[src/rtl/out_data_pkg.sv]
// Shared size-code definitions for the load-data formatter.
package out_data_pkg;

    typedef enum logic [1:0] {
        SZ_BYTE = 2'd0,
        SZ_HALF = 2'd1,
        SZ_RSVD = 2'd2,
        SZ_WORD = 2'd3
    } size_t;

endpackage

[src/rtl/out_data_ext.sv]
// Combinational extractor/extender: right-aligned byte/half/word to 32 bits.
module out_data_ext
    import out_data_pkg::*;
(
    input  logic [0:31] rawMemOut,
    input  logic [0:1]  DSize,
    input  logic        loadSign,
    output logic [0:31] result
);

    size_t size;

    always_comb begin
        size   = size_t'(DSize);
        result = rawMemOut;
        case (size)
            SZ_BYTE: result = {{24{loadSign & rawMemOut[24]}}, rawMemOut[24:31]};
            SZ_HALF: result = {{16{loadSign & rawMemOut[16]}}, rawMemOut[16:31]};
            // reserved code formats as a full word
            default: result = rawMemOut;
        endcase
    end

endmodule

[src/rtl/out_data.sv]
// Registered load-data formatter with valid qualifier.
// Optional sizeErr output enabled by macro OUT_DATA_SIZE_ERR_EN.
module out_data
    import out_data_pkg::*;
(
    input  logic        clk,
    input  logic        reset,
    input  logic [0:31] rawMemOut,
    input  logic [0:1]  DSize,
    input  logic        loadSign,
    input  logic        memValid,
    output logic [0:31] dataOut,
    output logic        dataValid
`ifdef OUT_DATA_SIZE_ERR_EN
    ,
    output logic        sizeErr
`endif
);

    logic [0:31] formatted;

    out_data_ext u_ext (
        .rawMemOut (rawMemOut),
        .DSize     (DSize),
        .loadSign  (loadSign),
        .result    (formatted)
    );

    always_ff @(posedge clk or posedge reset) begin
        if (reset) begin
            dataOut   <= '0;
            dataValid <= 1'b0;
        end else begin
            dataOut   <= formatted;
            dataValid <= memValid;
        end
    end

`ifdef OUT_DATA_SIZE_ERR_EN
    always_ff @(posedge clk or posedge reset) begin
        if (reset) begin
            sizeErr <= 1'b0;
        end else begin
            sizeErr <= memValid & (size_t'(DSize) == SZ_RSVD);
        end
    end
`endif

endmodule

[config.mk]
export PLATFORM = sky130hd
export DESIGN_NAME = out_data
export DESIGN_NICKNAME = d
export VERILOG_FILES = /design/src/rtl/out_data_pkg.sv /design/src/rtl/out_data_ext.sv /design/src/rtl/out_data.sv
export SDC_FILE = /design/constraint.sdc
export NUM_CORES = 1
export LEC_CHECK = 0
export ABC_AREA = 1
export BUFFER_PORTS_ARGS = -buffer_cell sky130_fd_sc_hd__buf_2
export CORE_MARGIN = 8
export CORE_UTILIZATION = 25
export CTS_CLUSTER_SIZE = 14
export DETAILED_ROUTE_END_ITERATION = 6
export GPL_ROUTABILITY_DRIVEN = 0
export PLACE_DENSITY = 0.55
export SETUP_SLACK_MARGIN = 0.2
export SLEW_MARGIN = 25
export SYNTH_ARGS = -nofsm -noshare
export SYNTH_HDL_FRONTEND = slang
export SYNTH_SLANG_ARGS = --single-unit
[constraint.sdc]
create_clock -name clk -period 2.4 [get_ports clk]
set_input_delay 0.48 -clock clk [delete_from_list [all_inputs] [get_ports clk]]
set_output_delay 0.48 -clock clk [all_outputs]
set_load 0.05 [all_outputs]
# == Yosys cells after proc, flatten, opt, wreduce, memory -nomap -nowiden ==
# Cells that the tools add are included.
# Widths: inputs -> output; s select.
# word_totals
ff_bits,33
word_cells,7
# classes
reduce_logical,1
n_mux,1
n_eq_ne,1
bitwise,2
# ops
operator,n
$pmux 32 s2,1
$and 1x1->1,2
$eq 2x1->1 const B,1
$logic_not 2->1,1

# == Longest topological paths before layout ==
# Gate-level depths: netlist of run 1.
# logic_depth
word_depth,2
ltp_mapped,6
depth_no_buf,4

# == Cells and area by module ==
# From an unflattened synthesis of run 1, not the netlist that was laid out.
# unflattened
hier_cells,106
hier_area_um2,1296.2
# modules_own_cells
mod,cells_per_inst,instances,seq_area_each_um2,area_per_inst_um2
out_data,34,1,825.8,829.5
out_data_ext,72,1,0.0,466.7

# == Worst setup path before layout of run 1 ==
# OpenSTA, ideal clock, no wires.
# synth_path
path_kind,input to register
from,in DSize[0] in the netlist's numbering
to,reg dataOut[16] in the netlist's numbering
setup_time_ns,0.120
required_ns,2.280
slack_ns,1.305
n_path_buf,2
path_stages,4
t_arrival_ns,0.974
path_cell_list,buf_4 buf_2 o21ai_0 nand2_1
# synth_via
elab_chain_cells,2
word_cells_on_any_way,3
classes_between,eq/ne (1); mux (1); reduce/logical (1)
# synth_lines
element,line,source
from (decl),out_data.sv:9,"input logic [0:1] DSize,"
$eq 2x1->1 / $logic_not 2->1 (equally long branches),out_data_ext.sv:16,case (size)
$pmux 32 s2 *,out_data_ext.sv:16,
net formatted (one bit),out_data.sv:20,logic [0:31] formatted;
to (signal assigned),out_data.sv:34,dataOut <= formatted;
to (decl),out_data.sv:12,"output logic [0:31] dataOut,"
# Mark *: on every way through the listed nets, which the timed path passes. The rest lies on a longest branch.

# == Final worst setup path of run 1 ==
# layout_path
from,reg dataOut[8] in the netlist's numbering
to,out dataOut[8] in the netlist's numbering
# No word-level cell between the ends.

==> results.yml, run 1 <==
power_and_ir_drop:
  vdd_drop_max_uv: 201
  power.density_nw_per_um2: 770
  switching_share_pct: 31.3
  switching_power_uw: 405
  power_frac_comb_pct: 21.9
  seqPwrFrac_pct: 46.6
  p_int_uw: 891
  total_leakage_power_uw: 0.000998
  pwr-share-clk_pct: 31.5
sta:
  fin_ws_ps: 1050
  max_clock_freq_mhz: 738
  setup_viol: 0
  finalCriticalPeriod_ps: 1350
  worstMarginPinSlew_ps: 499
  relSlewSlack_pct: 66.8
  finalHoldViolCount: 0
  min_period_over_period_pct: 56.4
  setup-tns-final_ps: 0
  slew_violations: 0
  rsz0062_at_grt: "false"
setup_path:
  cp_slowest_stage_delay_ps: 330
  startpoint_type: "register"
  crit_family: "flip-flops"
  end_kind: "primary output"
  cp_data_required_time_ps: 1920
  path_class: "reg -> out"
  crit_fanout: 1
  arrival_ps: 870
  path_cells: "buf_2"
  critPathBufInv: 1
  slowest_stage: "dfrtp_1"
global_routing:
  grt.busiest_layer: "met2"
  grt_pass1_wl_mm: 5.02
  grtUsageTotal_pct: 8.88
  antenna_found_initial: 0
  use_met3_pct: 4.20
  gr-total-overflow: 0
  use_met2_pct: 13.8
  met1_usage_pct: 10.0
  grt_max_degree: 34
  grt_pass1_vias: 1008
detailed_routing:
  via_count: 900
  viasPerCell: 3.81
  routed_wl_mm: 3.15
  ant_nets: 0
  wl_per_cell_um: 13.3
  drc: 0
  firstDrtPassIters: 3
  initialDrtViolationCount: 84
yosys:
  avgSynthCellArea_sq_um: 12.5
  synth-seq-cells: 33
  synth_top_area_cell: "dfrtp_1"
  ys_seq_area_share_pct: 67.6
  synth_cells: 98
  netlist_area_sq_um: 1220
  netlist_top_cells_area: "dfrtp_1, nand3_2, nand2_1, o21ai_0, buf_6"
  synth_top_area_share_pct: 67.6
  synth_fp_nets: 136
  synth_cell_types: 13
  yosysWarnings: 0
clock_network:
  cts_tree: "yes"
  cts.repair.resized: 0
  cts-buffers-inserted: 5
  htreeDepth: 2
  cts_hold_buf: 0
  path_clk_slew_ps: 60
  cts_root_buf: "clkbuf_8"
  cts.sinks: 33
  post_cts_buffers: 0
  clockBufferDepth: 2
final_layout:
  layout_common_cells: "buf_2, dfrtp_1, nand2_1, nand3_2, o21ai_0"
  diodes: 0
  final_common_cell: "buf_2"
  nNetsFinal: 207
  area_growth_syn_to_layout_pct: 37.9
  n_fill_cell: 501
  drive_gt1_share_pct: 54.4
place:
  pre_cts_slack_ps: 916
  io_buffers: 70
  dp_hpwl_mm: 2.40
min_path:
  min_path_type: "in -> async"
floorplan:
  coreArea_sq_um: 4720
  ios: 71
  fp-row-count: 25
  initial_core_util_pct: 25.9
  die_w_um: 85.9
  dieArea_sq_um: 7380
  fp.dieH_um: 85.9
run:
  max_cap_violations: 0
status:
  status: "completed"
[registers in the layout, indices dropped and copies added, names as in the netlist]
| register | flops |
|---|---|
| dataValid | 1 |
| dataOut | 32 |
[worst max path at each step]
stage,startpoint,to,slack [ps],cells past startpoint
floorplan,reset,dataOut[0],1200,1
global placement,DSize[0],dataOut[0],940,4
detailed placement,DSize[0],dataOut[15],920,4
CTS,dataOut[14],dataOut[14],1030,1
global route,dataOut[24],dataOut[24],1000,1
finish,dataOut[8],dataOut[8],1050,1
[logic make-up (layout without fill, tap and decap cells)]
kind of cell    count (synthesis)  after routing  synth area share, %
compound gates                  8              8                 3.28
simple gates                   46             46                 22.3
flops                          33             33                 67.6
buf+inv                        11             82                 6.76
[cell usage after synthesis]
master and number:
inv_1 3, nand2_1 26, dfrtp_1 33, inv_4 1
nand3_1 6, nor2_4 2, buf_2 2, buf_4 1
o21ai_0 8, clkbuf_8 1, buf_6 3, nand3_2 10
nand2_4 2
[per-layer routing]
| metal | wire (um) | up-vias |
|---|---|---|
| li1 | - | 447 |
| met1 | 1400 | 398 |
| met2 | 1390 | 49 |
| met3 | 301 | 6 |
| met4 | 59 | 0 |
| met5 | 0 | - |
[final cells by class]
type                            count  area [sq um]  area share (%)
Multi-Input combinational cell     54           313            18.6
Tap cell                           67          83.8            4.98
Clock buffer                        7          86.3            5.13
Inverter                            4          17.5            1.04
Sequential cell                    33           826            49.0
Timing Repair Buffer               71           358            21.2
[power by group through the flow]
stage / registers [uW] / logic [uW] / clock network, uW
after floorplan: 761 / 61.2 / 0
after global placement: 615 / 288 / 0
after detailed placement: 615 / 289 / 0
after CTS: 605 / 289 / 424
after global routing: 609 / 303 / 452
final: 604 / 284 / 408
[metrics by stage]
step	instances	utilization (%)	hold WS, ps	area, sq um	total power (uW)
floorplan	98	-	511	1220	822
global placement	229	33.8	587	1600	903
detailed placement	229	33.8	590	1600	904
CTS	236	35.7	289	1680	1320
global route	236	35.7	292	1680	1360
finish	236	35.7	277	1680	1300
Power figures use the tool's default switching activity.
==> run 2: changes to the inputs <==
--- a/config.mk
+++ b/config.mk
@@ -12,7 +12,7 @@
 export CTS_CLUSTER_SIZE = 14
 export DETAILED_ROUTE_END_ITERATION = 6
 export GPL_ROUTABILITY_DRIVEN = 0
-export PLACE_DENSITY = 0.55
+export PLACE_DENSITY = 0.57
 export SETUP_SLACK_MARGIN = 0.2
 export SLEW_MARGIN = 25
 export SYNTH_ARGS = -nofsm -noshare
==> constraint.sdc (replaced) <==
create_clock -name clk -period 1.1 [get_ports clk]
set_input_delay 0.22 -clock clk [delete_from_list [all_inputs] [get_ports clk]]
set_output_delay 0.22 -clock clk [all_outputs]
set_load 0.05 [all_outputs]
==> run 2 against run 1 <==
Clock-buffer cell count decreased by 1. Core utilization increased by 7.1 points. Sequential cell count unchanged. Global-route usage increased by 0.18 points. Worst hold slack got worse by 230 ps. Die area unchanged. Final area increased by 20%. Critical path type unchanged.
==> results.yml, run 2 (synthesis results as in run 1) <==
status:
  status: "completed"
clock_network:
  cts_tree: "yes"
  clockBufferDepth: 2
  cts.sinks: 33
  cts-buffers-inserted: 5
  htreeDepth: 2
  path_clk_slew_ps: 60
  cts_root_buf: "clkbuf_8"
final_layout:
  multiInputGateArea_sq_um: 313
  reg_top3: "dataOut x32, dataValid x1"
  fin_cells: 252
  diodes: 0
  nNetsFinal: 222
  register_area_sq_um: 826
  top_register: "dataOut"
  final_common_cell: "buf_2"
  drive_gt1_share_pct: 58.4
  layout_common_cells: "buf_2, dfrtp_1, buf_6, nand2_1, buf_4"
  n_fill_cell: 452
  area_growth_syn_to_layout_pct: 65.3
  largest_reg_flops: 32
floorplan:
  ios: 71
  fp-row-count: 25
  fp.dieH_um: 85.9
  initial_core_util_pct: 25.9
  dieArea_sq_um: 7380
  coreArea_sq_um: 4720
  die_w_um: 85.9
place:
  dp_hpwl_mm: 2.43
  place_inst: 232
  io_buffers: 70
global_routing:
  gr-total-overflow: 0
  grt_pass1_wl_mm: 5.09
  grt_pass1_vias: 1029
  grtUsageTotal_pct: 9.06
  grt_max_degree: 25
  antenna_found_initial: 0
detailed_routing:
  initialDrtViolationCount: 15
  viasPerCell: 3.94
  routed_wl_mm: 3.26
  firstDrtPassIters: 4
  ant_nets: 0
  via_count: 992
  drc: 0
  wl_per_cell_um: 12.9
setup_path:
  critPathBufInv: 1
  worst-path-stages: 1
  crit_fanout: 1
  path_class: "reg -> out"
  crit_path_start: "dataOut[24]"
  crit_family: "flip-flops"
  arrival_ps: 820
  slowest_stage: "dfrtp_1"
  cp_data_required_time_ps: 880
  startpoint_type: "register"
  endpoint: "dataOut[24]"
  path_cells: "buf_6"
  end_kind: "primary output"
  cp_slowest_stage_delay_ps: 390
sta:
  min_period_over_period_pct: 94.4
  slew_violations: 0
  holdWs_ps: 47.7
  setup-tns-final_ps: 0
  finalCriticalPeriod_ps: 1040
  worstMarginPinSlew_ps: 313
  relSlewSlack_pct: 79.1
  rsz0062_at_grt: "true"
  finalHoldViolCount: 0
  setup_viol: 0
  max_clock_freq_mhz: 963
power_and_ir_drop:
  total_leakage_power_uw: 0.00113
  vdd_drop_max_uv: 473
  power.density_nw_per_um2: 1460
min_path:
  min-delay-start: "rawMemOut[31]"
  min_path_type: "in -> reg"
run:
  max_cap_violations: 0
run 2: changes by cell type in the layout (fill, tap and decap cells not counted), sizes merged:
cell / change
clkinvlp: +1
dlygate4sd3: +1
clkbuf: -1
inv: -1
clkinv: +2
buf: +14
run 2: stage by stage:
step	total power (uW)	util, %	setup slack [ps]	cell area [sq um]
2_1_floorplan	1790	-	265	1220
3_3_place_gp	1980	34.6	89.4	1640
3_5_place_dp	1980	34.6	60.5	1640
4_1_cts	2970	41.0	42.7	1940
5_1_grt	3090	42.7	29.5	2020
6_report	2950	42.7	61.2	2020
run 2: how the worst min path moves through the flow:
stage                       end  slack, ps  cells past startpoint
floorplan            dataOut[0]        150                      1
global placement      dataValid        220                      2
detailed placement  dataOut[27]        220                      2
CTS                   dataValid         40                      1
global route          dataValid         30                      1
finish              dataOut[31]         50                      1
run 2: routing by layer:
| layer | global-route usage [%] | routed length [um] | vias up |
|---|---|---|---|
| li1 | - | - | 478 |
| met1 | 9.36 | 1350 | 456 |
| met2 | 14.3 | 1500 | 52 |
| met3 | 5.16 | 350 | 6 |
| met4 | 4.78 | 59 | 0 |
| met5 | 0 | 0 | - |
run 2: power by group:
part	leakage (uW)	switching (uW)	total (uW)	internal [uW]
Combinational	0.000683	478	772	295
Sequential	0.000401	40.4	1340	1300
Clock	0.0000450	399	837	437
Total	0.00113	917	2950	2030
run 2: layout make-up:
class	count	area share [%]
multi-input cells	54	15.5
clock buffers	6	3.60
inverters	4	1.05
flip-flops and latches	33	40.9
clock inverters	2	0.496
repair buffers	86	34.3
well taps	67	4.15
run 2: repair_timing:
item	4_1_cts	5_1_grt
pin swaps	0	0
resized for setup	66	0
buffers inserted	0	11
setup endpoints to repair	33	52
hold buffers	1	0
hold endpoints to repair	14	0
==> run 3: changes to the inputs <==
--- a/config.mk
+++ b/config.mk
@@ -12,9 +12,10 @@
 export CTS_CLUSTER_SIZE = 14
 export DETAILED_ROUTE_END_ITERATION = 6
 export GPL_ROUTABILITY_DRIVEN = 0
-export PLACE_DENSITY = 0.57
+export PLACE_DENSITY = 0.56
 export SETUP_SLACK_MARGIN = 0.2
 export SLEW_MARGIN = 25
 export SYNTH_ARGS = -nofsm -noshare
 export SYNTH_HDL_FRONTEND = slang
+export SYNTH_HIERARCHICAL = 1
 export SYNTH_SLANG_ARGS = --single-unit
==> run 3 against run 2 <==
Final area down 3.8%. Worst hold slack improved by 3.6 ps. Clock power is 6.1% higher. Sequential cell count stayed put. First-iteration DRC count increased by 110%. Critical path depth stayed put. Sequential power about the same. Core utilization fell by 4.2 points. Critical path type unchanged. Critical endpoint is now dataOut[14].
==> results.yml, run 3 <==
place:
  io_buffers: 70
  place_inst: 235
  dp_hpwl_mm: 2.44
sta:
  finalHoldViolCount: 0
  setup-tns-final_ps: 0
  worstMarginPinSlew_ps: 315
  finalCriticalPeriod_ps: 1050
  max_clock_freq_mhz: 950
  min_period_over_period_pct: 95.7
  rsz0062_at_grt: "true"
  slew_violations: 0
  setup_viol: 0
  holdWs_ps: 51.4
  relSlewSlack_pct: 79.0
setup_path:
  path_cells: "buf_6"
  path_class: "reg -> out"
  end_kind: "primary output"
  crit_family: "flip-flops"
  cp_data_required_time_ps: 880
  crit_fanout: 1
  cp_slowest_stage_delay_ps: 400
  critPathBufInv: 1
  startpoint_type: "register"
  slowest_stage: "dfrtp_1"
  arrival_ps: 830
floorplan:
  fp-row-count: 26
  coreArea_sq_um: 5040
  die_w_um: 88.0
  fp.dieH_um: 88.0
  initial_core_util_pct: 25.7
  dieArea_sq_um: 7740
  ios: 71
global_routing:
  grt_pass1_wl_mm: 5.19
  grtUsageTotal_pct: 8.84
  grt.busiest_layer: "met2"
  use_met2_pct: 13.9
  gr-total-overflow: 0
  use_met3_pct: 5.07
  antenna_found_initial: 0
  grt_pass1_vias: 1073
  grt_max_degree: 25
  met1_usage_pct: 9.81
yosys:
  async_reset_ff_share_pct: 100
  synth_top_area_cell: "dfrtp_1"
  yosysMostFrequentCell: "dfrtp_1"
  yosys-top-cells-count: "dfrtp_1, nand2_1, nand3_2, buf_4, o21ai_0"
  synth_cell_types: 13
  netlist_top_cells_area: "dfrtp_1, nand3_2, nand2_1, buf_4, buf_6"
  synth_top_area_share_pct: 63.7
  synthFlopType: "dfrtp_1"
  synth-edff-count: 0
  yosysWarnings: 6
  synth_fp_nets: 144
  avgSynthCellArea_sq_um: 12.2
  synth-seq-cells: 33
  synth_cells: 106
  netlist_area_sq_um: 1300
  ys_seq_area_share_pct: 63.7
status:
  status: "completed"
power_and_ir_drop:
  p_int_uw: 2060
  total_leakage_power_uw: 0.00108
  switching_power_uw: 907
  power.density_nw_per_um2: 1530
  pwr-share-clk_pct: 29.9
  vdd_drop_max_uv: 890
  power_frac_comb_pct: 24.9
  seqPwrFrac_pct: 45.2
  switching_share_pct: 30.5
clock_network:
  cts_root_buf: "clkbuf_8"
  cts-buffers-inserted: 5
  post_cts_buffers: 0
  htreeDepth: 2
  cts_tree: "yes"
  cts.sinks: 33
  clockBufferDepth: 2
  path_clk_slew_ps: 60
final_layout:
  area_growth_syn_to_layout_pct: 49.7
  largest_reg_flops: 32
  diodes: 0
  final_common_cell: "buf_2"
  nNetsFinal: 211
  reg_top3: "dataOut x32, dataValid x1"
  final_util_pct: 38.5
  drive_gt1_share_pct: 56.6
  layout_common_cells: "buf_2, dfrtp_1, buf_6, nand2_1, nand3_2"
  top_register: "dataOut"
  fin_cells: 243
detailed_routing:
  drc: 0
  via_count: 946
  ant_nets: 0
  firstDrtPassIters: 4
  viasPerCell: 3.89
  routed_wl_mm: 3.19
  wl_per_cell_um: 13.1
  initialDrtViolationCount: 31
min_path:
  min_path_type: "in -> reg"
run:
  max_cap_violations: 0
[run 3: path summary, 6_finish.rpt]
| path | startpoint | endpoint | slack (ps) | cells after the start |
|---|---|---|---|---|
| worst max-delay path | dataOut[14] | dataOut[14] | 50 | 1 |
| worst min-delay path | rawMemOut[25] | dataOut[25] | 50 | 1 |
| max in group asynchronous | reset | dataOut[2] | 360 | 4 |
| min in group asynchronous | reset | dataOut[4] | 520 | 4 |
[run 3: metal layers]
layer,wire length [um],up-vias,part of all wire [%]
met5,0,-,0
met4,30,0,0.94
met3,280,3,8.8
met2,1450,45,46
met1,1420,438,45
li1,-,460,-
[run 3: power by group through the flow]
stage / combinational [uW] / clock, uW / sequential (uW)
floorplan: 158 / 0 / 1660
global placement: 639 / 0 / 1340
detailed placement: 643 / 0 / 1340
CTS: 754 / 941 / 1340
global route: 783 / 989 / 1350
finish: 740 / 888 / 1340
[run 3: area by class of cell]
cell class / count / area, sq um
clock buffers: 7 / 86.3
flip-flops and latches: 33 / 826
multi-input cells: 54 / 323
fillers: 507 / 3100
inverters: 4 / 21.3
well taps: 70 / 87.6
repair buffers: 75 / 597
[run 3: stage by stage]
step	setup WS [ps]	power, uW	area (sq um)
after floorplan	283	1820	1300
after global placement	71.0	1980	1640
after detailed placement	32.0	1980	1640
after CTS	29.8	3040	1940
after global routing	15.0	3120	1940
final	47.8	2970	1940
[run 3: kinds of logic (layout without fill, tap and decap cells)]
family	after synthesis	count (layout)	share of synthesized area [%]
buf+inv	19	86	11.4
compound gates	8	8	3.09
flops	33	33	63.7
simple gates	46	46	21.8
[run 3: repair_timing]
item / in CTS / in global routing
setup endpoints to repair: 33 / 33
hold buffers: 1 / 0
endpoints found under the hold margin: 33 / 0
resized for setup: 66 / 0
gates cloned: 0 / 0
